<file path="config.mk">
export PLATFORM = sky130hd
export DESIGN_NAME = hyperbus_trans_splitter
export DESIGN_NICKNAME = d
export VERILOG_FILES = /design/src/rtl/hyperbus_trans_splitter.sv
export SDC_FILE = /design/constraint.sdc
export NUM_CORES = 1
export LEC_CHECK = 0
export CORE_MARGIN = 5
export CORE_UTILIZATION = 45
export CTS_BUF_LIST = sky130_fd_sc_hd__clkbuf_4 sky130_fd_sc_hd__clkbuf_8
export CTS_CLUSTER_SIZE = 28
export DETAILED_ROUTE_END_ITERATION = 8
export GPL_TIMING_DRIVEN = 0
export HOLD_SLACK_MARGIN = 0.1
export PLACE_DENSITY_LB_ADDON = 0.08
export SETUP_SLACK_MARGIN = 0.02
export SYNTH_ARGS = -nofsm -noshare
export SYNTH_HDL_FRONTEND = slang
export SYNTH_SLANG_ARGS = --single-unit
</file>
<file path="constraint.sdc">
create_clock -name clk_i -period 3.99 [get_ports clk_i]
set_clock_uncertainty 0.1 [all_clocks]
set_input_delay 0.399 -clock clk_i [delete_from_list [all_inputs] [get_ports clk_i]]
set_output_delay 0.399 -clock clk_i [all_outputs]
set_load 0.05 [all_outputs]
</file>
<file path="src/rtl/hyperbus_trans_splitter.sv">
// -----------------------------------------------------------------------------
// hyperbus_trans_splitter
//
// Command-side front end for hyperbus_phy. Accepts one word-burst request of
// arbitrary length and replays it on the PHY trans_* port as a run of
// sub-transactions. Each sub-transaction is at most MAX_BURST words. When
// HYPERBUS_SPLIT_ROW_EN is defined, no sub-transaction crosses a multiple of
// ROW_WORDS. Write and read data do not pass through this block.
//
// Build option:
//   HYPERBUS_SPLIT_ROW_EN  - when defined, chunks are also clipped at row
//                            boundaries. When undefined, ROW_WORDS only takes
//                            part in the parameter sanity check.
//
// Ports:
//   clk_i, rst_i        clock, synchronous active-high reset
//   req_valid_i/ready_o request handshake
//   req_address_i       start address, 16-bit word units
//   req_cs_i            one-hot chip select
//   req_write_i         1 = write, 0 = read
//   req_burst_i         length in words (0 is legal, issues nothing)
//   trans_valid_o/ready_i  sub-transaction handshake to the PHY
//   trans_address_o, trans_cs_o, trans_write_o, trans_burst_o
//                       sub-transaction fields
//   req_done_o          one-cycle pulse after the last sub-transaction
//                       (or one cycle after accepting a zero-length request)
//   busy_o              high while issuing
// -----------------------------------------------------------------------------
module hyperbus_trans_splitter #(
  parameter int NR_CS           = 2,
  parameter int BURST_WIDTH     = 12,
  parameter int REQ_BURST_WIDTH = 16,
  parameter int MAX_BURST       = 256,
  parameter int ROW_WORDS       = 512
) (
  input  logic                       clk_i,
  input  logic                       rst_i,
  input  logic                       req_valid_i,
  output logic                       req_ready_o,
  input  logic [31:0]                req_address_i,
  input  logic [NR_CS-1:0]           req_cs_i,
  input  logic                       req_write_i,
  input  logic [REQ_BURST_WIDTH-1:0] req_burst_i,
  output logic                       trans_valid_o,
  input  logic                       trans_ready_i,
  output logic [31:0]                trans_address_o,
  output logic [NR_CS-1:0]           trans_cs_o,
  output logic                       trans_write_o,
  output logic [BURST_WIDTH-1:0]     trans_burst_o,
  output logic                       req_done_o,
  output logic                       busy_o
);

  // Elaboration-time guard on the parameter ranges the arithmetic relies on.
  if (MAX_BURST < 1 || MAX_BURST > (2 ** BURST_WIDTH) - 1 ||
      ROW_WORDS < 2 || (ROW_WORDS & (ROW_WORDS - 1)) != 0) begin : g_param_err
    $error("hyperbus_trans_splitter: illegal MAX_BURST/BURST_WIDTH/ROW_WORDS");
  end

  typedef enum logic {
    IDLE  = 1'b0,
    ISSUE = 1'b1
  } state_t;

  state_t                     state_reg, state_next;
  logic [31:0]                addr_reg, addr_next;
  logic [REQ_BURST_WIDTH-1:0] rem_reg, rem_next;
  logic [NR_CS-1:0]           cs_reg, cs_next;
  logic                       write_reg, write_next;
  logic                       done_reg, done_next;

  // Chunk size, derived from registered state only so the trans_* outputs
  // hold steady while the PHY stalls.
  logic [31:0]                chunk_w;
  logic [REQ_BURST_WIDTH-1:0] chunk_rem;

`ifdef HYPERBUS_SPLIT_ROW_EN
  localparam int ROW_LOG2 = $clog2(ROW_WORDS);
  // Words left before the next row boundary; one extra bit so a row-aligned
  // address yields the full ROW_WORDS rather than 0.
  logic [ROW_LOG2:0] row_left;
  assign row_left = (ROW_LOG2 + 1)'(ROW_WORDS) - {1'b0, addr_reg[ROW_LOG2-1:0]};
`endif

  always_comb begin
    chunk_w = 32'(rem_reg);
    if (chunk_w > 32'(MAX_BURST)) begin
      chunk_w = 32'(MAX_BURST);
    end
`ifdef HYPERBUS_SPLIT_ROW_EN
    if (chunk_w > 32'(row_left)) begin
      chunk_w = 32'(row_left);
    end
`endif
  end

  assign chunk_rem = chunk_w[REQ_BURST_WIDTH-1:0];

  always_comb begin
    state_next = state_reg;
    addr_next  = addr_reg;
    rem_next   = rem_reg;
    cs_next    = cs_reg;
    write_next = write_reg;
    done_next  = 1'b0;

    case (state_reg)
      IDLE: begin
        if (req_valid_i) begin
          addr_next  = req_address_i;
          rem_next   = req_burst_i;
          cs_next    = req_cs_i;
          write_next = req_write_i;
          if (req_burst_i == '0) begin
            // Nothing to issue: acknowledge completion immediately.
            done_next = 1'b1;
          end else begin
            state_next = ISSUE;
          end
        end
      end

      ISSUE: begin
        if (trans_ready_i) begin
          // 32-bit add wraps past 0xFFFFFFFF, which is also a row boundary.
          addr_next = addr_reg + chunk_w;
          rem_next  = rem_reg - chunk_rem;
          if (rem_reg == chunk_rem) begin
            done_next  = 1'b1;
            state_next = IDLE;
          end
        end
      end

      default: begin
        state_next = IDLE;
      end
    endcase
  end

  always_ff @(posedge clk_i) begin
    if (rst_i) begin
      state_reg <= IDLE;
      addr_reg  <= '0;
      rem_reg   <= '0;
      cs_reg    <= '0;
      write_reg <= 1'b0;
      done_reg  <= 1'b0;
    end else begin
      state_reg <= state_next;
      addr_reg  <= addr_next;
      rem_reg   <= rem_next;
      cs_reg    <= cs_next;
      write_reg <= write_next;
      done_reg  <= done_next;
    end
  end

  assign req_ready_o     = (state_reg == IDLE);
  assign trans_valid_o   = (state_reg == ISSUE);
  assign busy_o          = (state_reg == ISSUE);
  assign req_done_o      = done_reg;
  assign trans_address_o = addr_reg;
  assign trans_cs_o      = cs_reg;
  assign trans_write_o   = write_reg;
  assign trans_burst_o   = chunk_w[BURST_WIDTH-1:0];

endmodule

</file>
==> metrics.md <==
| Metric | Value |
|---|---|
| Sw Ratio | `0.421` |
| Worst Min Path Start | `trans_write_o` |
| Hold Path Class | `reg -> reg` |
| Design Area, Final | `5050 sq um` |
| Final setup viols | `0` |
| Synth Register Bits | `53` |
| Yosys Warn Count | `0` |
| First-pass GRT wire length | `21900 um` |
| CTS tree | `built` |
| RePlAce Congestion | `1.00` |
| Max-cap viol count | `0` |
| Layout cell share with drive strength beyond 1 | `0.0661` |
| Status | `completed` |
| Max Root-Sink Buffers | `2` |
| Core area | `8180 sq um` |
| Power per Cell Area | `338 nW/um^2` |
| Setup CP Type | `reg -> reg` |
| CTS sink cnt | `53` |
| Critical Path Sink | `trans_address_o[31]` |
| Final Max Slew Viols | `0` |
| CP max FO | `10` |
| Dpl hpwl | `10300 um` |
| DR pass1 iterations | `5` |
| Final wirelength | `13900 um` |
| Dpl cell area | `4930 sq um` |
| Comb pwr share | `0.439` |
| Commonest non-fill, non-tap cell in the layout | `clkdlybuf4s50_1` |
| Die X | `101 um` |
| Share of flip-flops with an asynchronous set or reset | `0` |
| Cell-internal power | `0.990 mW` |
| Syn Inst Count | `500` |
| Switching pwr | `0.718 mW` |
| Vias per inst | `6.20` |
| Layout area overhead | `35.0%` |
| Slew @ Worst Pin | `0.797 ns` |
| # port buffers | `102` |
| CTS clk-pin slew, worst paths | `0.11 ns` |
| Filler instances | `770` |
| Fin nets | `692` |
| Arrival @ worst endpoint | `3.91 ns` |
| Clock share of power | `0.192` |
| Rows | `33` |
| Ranking of synthesized cells by area | `dfxtp_1, nand2_1, ha_1, a21oi_1, o21ai_0` |
| Largest area contributor in the netlist | `dfxtp_1` |
| Critical Path Sink Type | `register` |
| Max_slew headroom | `0.467` |
| CP startpoint | `rem_reg[2]` |
| Maximum clock rate | `266 MHz` |
| Max FFs per register | `32` |
| I/O pin cnt | `106` |
| Skew-Pair Late Insertion Delay | `0.32 ns` |
| 1st-iter DRT viols | `394` |
| Final WS setup | `0.231 ns` |
| Startpoint Class | `register` |
| R2R setup slack | `0.23 ns` |
| Crit path required time | `4.14 ns` |
| Initial antenna violation count | `0` |
| Vias | `4494` |
| RR Endpoint | `trans_address_o[31]` |
| Post-synth EDFFs | `0` |
| Die height | `101 um` |
| Antenna cells | `0` |
| Antenna-violating nets left | `0` |
| Synth top area share | `0.283` |
| Mapped cell area | `3740 sq um` |
| CTS Hold Buffers Added | `0` |
| Vias in the first global route | `4310` |
| Unique cell type count in the Yosys netlist | `64` |
| Sequential-to-total area share from yosys stat | `0.283` |
| Syn Area/Cell | `7.49 sq um` |
| RSZ-0062 raised after global routing | `no` |
| Reg2Reg Depth | `13` |
| WHS | `0.365 ns` |
| DRC violations left | `0` |
| GRT overflow | `0` |
| Clock root buffer | `clkbuf_8` |
| All-Layer GR Usage | `0.268` |
| Seq pwr share | `0.369` |
| Die area | `10200 sq um` |
| Final hold violations | `0` |
| Most frequent cells in the layout | `clkdlybuf4s50_1, nand2_1, dfxtp_1, a21oi_1, nor2_1` |
| VDD IR max | `0.184 mV` |
| Leakage power | `1.90 nW` |
| DR WL/cell | `19.2 um` |
| Main synth FF type | `dfxtp_1` |
| Num CTS Buffers | `5` |
| Largest net degree at the start of global routing | `16` |
| Pre-CTS setup slack | `-0.414 ns` |
| R2r startpoint | `rem_reg[2]` |
| PnR Total Power | `1.71 mW` |
| Post-route clock period utilization | `0.942` |
| Tmin final | `3.76 ns` |
| CTS H-tree depth | `2` |
| Initial Util | `0.458` |
| Fin Setup TNS | `0 ns` |
-- per-stage QoR --
stage,util,instances
final,0.618,725
after global routing,0.618,725
after CTS,0.616,724
after detailed placement,0.603,716
after global placement,0.603,716
after floorplan,-,509
-- synthesized netlist by cell type, types with 5 or more instances --
cell / count
a31oi_1: 12
nor3_1: 12
xnor2_1: 5
a22oi_1: 9
a211oi_1: 16
inv_1: 10
a21o_1: 6
nand3_1: 20
and3_1: 7
nor2b_1: 6
a311oi_1: 11
dfxtp_1: 53
ha_1: 17
nor4_1: 7
nand4_1: 5
and3_2: 8
clkbuf_1: 26
nand2_1: 66
o21ai_0: 33
nand2b_1: 5
a21oi_1: 41
mux2i_1: 6
nor2_1: 37
-- what timing repair did --
item,CTS,global route
gates resized for setup,5,4
pin swaps,0,2
cloned,0,0
setup buffers,0,1
endpoints found under the setup margin,17,13
-- power groups by stage --
stage | Clock, mW | Sequential, mW | Combinational [mW]
2_1_floorplan | 0 | 0.739 | 0.378
3_3_place_gp | 0 | 0.636 | 0.716
3_5_place_dp | 0 | 0.638 | 0.728
4_1_cts | 0.329 | 0.628 | 0.734
5_1_grt | 0.348 | 0.637 | 0.804
6_report | 0.328 | 0.630 | 0.750
-- critical path, stage by stage, from the launching register on --
cell and delay [ns]:
dfxtp_1 0.39, or4_4 0.56, o41ai_4 0.20, buf_4 0.19, and3_2 0.21, ha_1 0.28, a21o_1 0.19, a21oi_1 0.31
a211oi_1 0.15, nor4b_2 0.40, buf_2 0.29, o21a_1 0.16, o21ai_0 0.08, a21oi_1 0.18
-- routing by layer --
layer  GRT usage  up-vias  wire length, um
met2       0.433      273             6380
li1            -     2101                -
met3      0.0468       31             1340
met1       0.362     2089             5920
met5           0        -                0
met4      0.0869        0              289
-- worst min-delay path by stage --
stage	endpoint	slack, ns	cells past startpoint
5_1_grt	trans_write_o	0.38	2
4_1_cts	trans_cs_o[1]	0.37	2
2_1_floorplan	rem_reg[7]	0.35	2
6_report	trans_write_o	0.36	2
3_5_place_dp	trans_cs_o[1]	0.35	2
3_3_place_gp	trans_cs_o[0]	0.35	2
-- cell families (layout without fill, tap and decap cells) --
family | Yosys count | count (layout) | synth area share
and+or+nand+nor | 198 | 198 | 0.262
AOI/OAI and AO/OA | 168 | 168 | 0.298
DFF | 53 | 53 | 0.283
buffers and inverters | 45 | 156 | 0.0521
adders and majority gates | 18 | 18 | 0.0622
xor gates and xnor gates | 9 | 9 | 0.0211
muxes | 7 | 7 | 0.0191
other | 2 | 11 | 0.00201
-- layout make-up --
type	count	area, sq um	share of cell area
Multi-Input combinational cell	411	2550	0.504
Sequential cell	53	1060	0.210
Timing Repair Buffer	103	1030	0.203
Buffer	35	160	0.0317
Tap cell	105	131	0.0260
Clock buffer	6	76.3	0.0151
Inverter	10	37.5	0.00743
Clock inverter	2	10.0	0.00198
Power figures use the tool's default switching activity.
